===== src/rtl/simon_button_conditioner.sv =====
// Button front end for the Simon game: synchronises and debounces four raw
// buttons, then classifies stable presses into single accepts, multi-presses
// and inactivity timeouts while the game waits for player input.
module simon_button_conditioner #(
  parameter int unsigned DEBOUNCE_CYCLES = 1000,
  parameter int unsigned TIMEOUT_CYCLES  = 1000000
) (
  input  logic       clk,
  input  logic       rst,
  input  logic       en,
  input  logic [3:0] btn_raw,
  output logic [1:0] colour_val,
  output logic       colour_valid,
  output logic       multi_press,
  output logic       timeout,
  output logic       btn_held
);

  localparam int unsigned NB  = 4;
  localparam int unsigned DBW = 17;
  localparam int unsigned TW  = 24;

  localparam logic [DBW-1:0] DB_LIMIT  = DBW'(DEBOUNCE_CYCLES);
  localparam logic [TW-1:0]  TMO_LIMIT = TW'(TIMEOUT_CYCLES);
  localparam logic           TMO_EN    = (TIMEOUT_CYCLES != 0);

  typedef enum logic [1:0] {
    IDLE     = 2'd0,
    RELEASED = 2'd1,
    PRESSED  = 2'd2,
    LOCKOUT  = 2'd3
  } state_e;

  // Synchroniser and debouncer state
  logic [NB-1:0]  sync1_q, sync1_d;
  logic [NB-1:0]  sync2_q, sync2_d;
  logic [1:0]     sync_vld_q, sync_vld_d;
  logic [NB-1:0]  cand_q, cand_d;
  logic [DBW-1:0] db_cnt_q, db_cnt_d;
  logic [NB-1:0]  stable_q, stable_d;
  logic           stable_vld_q, stable_vld_d;

  // Press classifier state
  state_e         state_q, state_d;
  logic [1:0]     colour_val_q, colour_val_d;
  logic           colour_valid_q, colour_valid_d;
  logic           multi_press_q, multi_press_d;
  logic           timeout_q, timeout_d;
  logic           btn_held_q, btn_held_d;
  logic [TW-1:0]  tmo_cnt_q, tmo_cnt_d;

  logic [DBW-1:0] run_len;
  logic           stable_zero_c;
  logic           stable_one_hot_c;
  logic [1:0]     stable_code_c;
  logic [NB-1:0]  accepted_vec_c;

  // Two-flop synchroniser; sync_vld marks when sync2 carries post-reset samples
  always_comb begin
    sync1_d    = btn_raw;
    sync2_d    = sync1_q;
    sync_vld_d = {sync_vld_q[0], 1'b1};
  end

  // Debouncer: run_len counts consecutive identical synchronised samples,
  // including the one being taken this cycle; a full run updates stable.
  // stable_vld goes high on the first qualification after reset so the
  // classifier never acts on the reset value of stable.
  always_comb begin
    cand_d       = sync2_q;
    stable_d     = stable_q;
    stable_vld_d = stable_vld_q;
    run_len      = '0;
    if (sync_vld_q[1]) begin
      if (sync2_q == cand_q) begin
        run_len = (db_cnt_q < DB_LIMIT) ? db_cnt_q + DBW'(1) : DB_LIMIT;
      end else begin
        run_len = DBW'(1);
      end
      if (run_len >= DB_LIMIT) begin
        stable_d     = sync2_q;
        stable_vld_d = 1'b1;
      end
    end
    db_cnt_d = run_len;
  end

  // Decode helpers for the debounced vector
  assign stable_zero_c    = (stable_q == '0);
  assign stable_one_hot_c = !stable_zero_c && ((stable_q & (stable_q - NB'(1))) == '0);
  assign accepted_vec_c   = NB'(4'b0001 << colour_val_q);

  // One-hot to binary colour code
  always_comb begin
    stable_code_c = 2'd0;
    case (stable_q)
      4'b0010: stable_code_c = 2'd1;
      4'b0100: stable_code_c = 2'd2;
      4'b1000: stable_code_c = 2'd3;
      default: stable_code_c = 2'd0;
    endcase
  end

  // Classifier next state and event pulses
  always_comb begin
    state_d        = state_q;
    colour_val_d   = colour_val_q;
    colour_valid_d = 1'b0;
    multi_press_d  = 1'b0;
    if (!en) begin
      state_d = IDLE;
    end else begin
      case (state_q)
        IDLE: begin
          if (stable_vld_q) state_d = stable_zero_c ? RELEASED : LOCKOUT;
        end
        RELEASED: begin
          if (stable_one_hot_c) begin
            colour_valid_d = 1'b1;
            colour_val_d   = stable_code_c;
            state_d        = PRESSED;
          end else if (!stable_zero_c) begin
            multi_press_d = 1'b1;
            state_d       = LOCKOUT;
          end
        end
        PRESSED: begin
          if (stable_zero_c)                     state_d = RELEASED;
          else if (stable_q != accepted_vec_c)   state_d = LOCKOUT;
        end
        LOCKOUT: begin
          if (stable_zero_c) state_d = RELEASED;
        end
        default: state_d = IDLE;
      endcase
    end
    btn_held_d = (state_d == PRESSED);
  end

  // Inactivity timer: saturates at the limit so it fires once; an accept
  // clears it and takes priority, a multi-press defers it by one cycle
  always_comb begin
    tmo_cnt_d = tmo_cnt_q;
    timeout_d = 1'b0;
    if (state_q == IDLE || colour_valid_d) begin
      tmo_cnt_d = '0;
    end else if (TMO_EN && !multi_press_d && (tmo_cnt_q < TMO_LIMIT)) begin
      tmo_cnt_d = tmo_cnt_q + TW'(1);
      timeout_d = (tmo_cnt_q + TW'(1) == TMO_LIMIT);
    end
  end

  // State registers
  always_ff @(posedge clk or posedge rst) begin
    if (rst) begin
      sync1_q        <= '0;
      sync2_q        <= '0;
      sync_vld_q     <= '0;
      cand_q         <= '0;
      db_cnt_q       <= '0;
      stable_q       <= '0;
      stable_vld_q   <= 1'b0;
      state_q        <= IDLE;
      colour_val_q   <= '0;
      colour_valid_q <= 1'b0;
      multi_press_q  <= 1'b0;
      timeout_q      <= 1'b0;
      btn_held_q     <= 1'b0;
      tmo_cnt_q      <= '0;
    end else begin
      sync1_q        <= sync1_d;
      sync2_q        <= sync2_d;
      sync_vld_q     <= sync_vld_d;
      cand_q         <= cand_d;
      db_cnt_q       <= db_cnt_d;
      stable_q       <= stable_d;
      stable_vld_q   <= stable_vld_d;
      state_q        <= state_d;
      colour_val_q   <= colour_val_d;
      colour_valid_q <= colour_valid_d;
      multi_press_q  <= multi_press_d;
      timeout_q      <= timeout_d;
      btn_held_q     <= btn_held_d;
      tmo_cnt_q      <= tmo_cnt_d;
    end
  end

  assign colour_val   = colour_val_q;
  assign colour_valid = colour_valid_q;
  assign multi_press  = multi_press_q;
  assign timeout      = timeout_q;
  assign btn_held     = btn_held_q;

endmodule


===== config.mk =====
export PLATFORM = sky130hd
export DESIGN_NAME = simon_button_conditioner
export DESIGN_NICKNAME = d
export VERILOG_FILES = /design/src/rtl/simon_button_conditioner.sv
export SDC_FILE = /design/constraint.sdc
export NUM_CORES = 1
export LEC_CHECK = 0
export BUFFER_PORTS_ARGS = -buffer_cell sky130_fd_sc_hd__buf_2
export CAP_MARGIN = 10
export CORE_UTILIZATION = 50
export CTS_CLUSTER_DIAMETER = 40
export DETAILED_ROUTE_END_ITERATION = 7
export PLACE_DENSITY = 0.69
export SETUP_SLACK_MARGIN = 0.02
export SLEW_MARGIN = 10
export SYNTH_ARGS = -nofsm -noshare
export SYNTH_HDL_FRONTEND = slang
export SYNTH_SLANG_ARGS = --single-unit

===== constraint.sdc =====
create_clock -name clk -period 1.95 [get_ports clk]
set_input_delay 0.195 -clock clk [delete_from_list [all_inputs] [get_ports clk]]
set_output_delay 0.195 -clock clk [all_outputs]
set_load 0.02 [all_outputs]

==> metrics.csv <==
metric,value,unit
status,completed,
Pleak,0.00189,µW
Post-synth EDFFs,0,
fraction of power consumed by the clock network,0.269,
post-route ant nets,0,
Total Power,3960,µW
worst skew pair latency,0.34,ns
end of the worst register-to-register path,tmo_cnt_q[7]$_DFFE_PP0P_,
vias per inst,5.69,
Post-synth ARST share,1.00,
critical path launch point type,flop,
post-synth top area cell,dfrtp_1,
minimum clock period,1.83,ns
dominant synthesized flop cell,dfrtp_1,
R2R Setup Slk,0.12,ns
"FF+latch count, synth",68,
Area Growth Syn to Fin,17.3,%
# H-tree levels,3,
xor/xnor share of the synthesized area,0.0380,
post-DP HPWL,5.51,mm
CTS buffer count,9,
final slew viol count,0,
Critical-path top delay cell,or3_1,
CP cell instances,or3_1 > o2111ai_2 > o31ai_4 > buf_12 > a21o_1 > a22o_1,
synth unique cells,74,
synthesized area,3680,µm²
I/O pin total,13,
crit path kind,reg -> reg,
core area,6940,µm²
register area share after synthesis,0.462,
mux cell area share after synthesis,0.0204,
critical path required time,2.18,ns
CTS Root Cell,clkbuf_8,
Psw,1360,µW
hold crit path type,in -> reg,
post-synth top area share,0.462,
Mapped Avg Cell Area,9.96,µm²
Worst setup EP type,flop,
Final Hold Fails,0,
Combinational Power Share,0.305,
routed len/inst,14.7,µm
"Reg clk slew, reported paths",0.08,ns
Synth Instances,370,
global route overflow,0,
largest net degree at the start of global routing,32,
R2R depth,6,
DRC,0,
Iter 0 DRT Violations,210,
Pint,2600,µW
CTS Buffer Depth,2,
initial antenna violation count,0,
final setup fails,0,
Reg power frac,0.426,
RSZ-0062 raised after global routing,no,
Port Buf Inserts,12,
Syn. warnings,0,
filler instances,572,
share of cells above drive strength 1,0.237,
Post-Route Skew,0.00798,ns
hold_ws,0.125,ns
Nets,427,
first-pass GRT wire length,13.0,mm
via count,2945,
P per Cell Area,916,nW/µm²
largest cells by area after synthesis,"dfrtp_1 46%, nand3_1 3.8%, a21oi_1 3.4%, xnor2_1 3.1%, nand4_1 2.7%",
Starting Density,0.530,
Synth Area in Compound Gates,0.174,
antenna diode count,0,
DIE AREA,7710,µm²
TNS Setup,0,ns
die width,87.8,µm
"commonest cells after routing, fill and taps aside","68 x dfrtp_1, 32 x buf_4, 28 x nand3_1",
post-route clock period utilization,0.937,
Chip Height,87.8,µm
GPL Wtd Cong,0.924,
CTS tree,built,
"most common cell after layout, fill and taps aside",dfrtp_1,
WP data arrival,2.06,ns
switch share,0.343,
vias in the first global route,2756,
max cap viols,0,
top fanout value on the critical path,14,
Critical Path Max Stage Delay,0.46,ns
cell row count,30,
peak supply drop,624,µV
Worst R2R Start,stable_q[1]$_DFFE_PP0P_,
largest family of logic cells by synthesized area,simple AND/OR/NAND/NOR gates,
Final Util,0.622,
clock sink count,68,
hold path endpoint,state_q[0]$_DFF_PP0_,
WL final,7.61,mm
Tot GR Track Use,0.220,
HP Start,en,
hold depth,3,
Synth Area in Simple Gates,0.225,
drt first pass iters,4,
Synth Area in Adders,0.0132,
f_max,547,MHz
power by group through the flow:
stage	combinational, µW	sequential (µW)	clock, µW
floorplan	788	1720	0
global placement	1150	1690	0
detailed placement	1180	1700	0
CTS	1190	1670	1080
global route	1350	1700	1150
finish	1210	1680	1060
cell families after synthesis:
group	count (synthesis)
other cells	2
mux	7
fa+ha+maj	4
xor+xnor	16
compound gates	91
flops	68
simple gates	136
buf+inv	46
Yosys cell counts, drive strengths merged (4+ instances only):
| master | count |
|---|---|
| mux2 | 4 |
| and2 | 8 |
| inv | 23 |
| a21oi | 27 |
| nand2 | 13 |
| a211oi | 4 |
| dfrtp | 68 |
| nand3 | 29 |
| and3 | 5 |
| clkbuf | 6 |
| buf | 16 |
| a221oi | 4 |
| xnor2 | 13 |
| nor4 | 11 |
| nor2 | 13 |
| o21ai | 23 |
| nor3 | 17 |
| nand4 | 18 |
| and4 | 4 |
| a21o | 4 |
worst max-delay path, delay by kind of cell, from the launching register on:
| kind | cells | cell delay (ns) |
|---|---|---|
| buffers and inverters | 1 | 0.16 |
| DFF | 1 | 0.44 |
| AOI/OAI and AO/OA | 4 | 0.65 |
| and+or+nand+nor | 1 | 0.46 |
metrics by stage:
step / instance area, µm² / worst slack [ns] / std cells
floorplan: 3710 / 0.0435 / 376
global placement: 4030 / 0.119 / 496
detailed placement: 4030 / 0.0404 / 496
CTS: 4260 / 0.0285 / 517
global route: 4320 / 0.0184 / 518
finish: 4320 / 0.122 / 518
what timing repair did:
action	4_1_cts	5_1_grt
hold endpoints to repair	25	0
setup endpoints to repair	0	21
resized for setup	0	8
hold buffers	5	0
buffers inserted	0	1
state kept, by name (all words and copies together) (netlist names):
name,flops
colour_valid,1
stable_vld_q,1
timeout,1
sync_vld_q,2
btn_held,1
cand_q,4
multi_press,1
sync1_q,4
stable_q,4
colour_val,2
db_cnt_q,17
cand_d,4
tmo_cnt_q,24
state_q,2
metal layers:
| layer | vias to the layer above | part of all wire | GRT usage |
|---|---|---|---|
| li1 | 1441 | - | - |
| met1 | 1428 | 0.49 | 0.326 |
| met2 | 70 | 0.45 | 0.323 |
| met3 | 6 | 0.040 | 0.0490 |
| met4 | 0 | 0.013 | 0.0626 |
| met5 | - | 0 | 0 |
layout make-up:
cell class	instances	area, µm²	share of cell area
clock buffer	10	138	0.0319
clock inverter	6	47.5	0.0110
inverter	24	90.1	0.0209
multi-input combinational	262	1810	0.419
sequential	68	1700	0.394
tap	96	120	0.0278
timing repair buffer	52	410	0.0950
worst max path at each step:
stage / slack, ns / from / cells past startpoint / end
floorplan: 0.04 / rst / 1 / btn_held$_DFF_PP0_
global placement: 0.12 / tmo_cnt_q[23]$_DFFE_PP0P_ / 5 / tmo_cnt_q[18]$_DFFE_PP0P_
detailed placement: 0.04 / tmo_cnt_q[23]$_DFFE_PP0P_ / 6 / tmo_cnt_q[14]$_DFFE_PP0P_
CTS: 0.03 / tmo_cnt_q[23]$_DFFE_PP0P_ / 6 / tmo_cnt_q[7]$_DFFE_PP0P_
global route: 0.02 / stable_q[1]$_DFFE_PP0P_ / 5 / colour_val[0]$_DFFE_PP0P_
finish: 0.12 / stable_q[1]$_DFFE_PP0P_ / 6 / tmo_cnt_q[7]$_DFFE_PP0P_
Note: power is estimated with default switching activity, not from simulation.
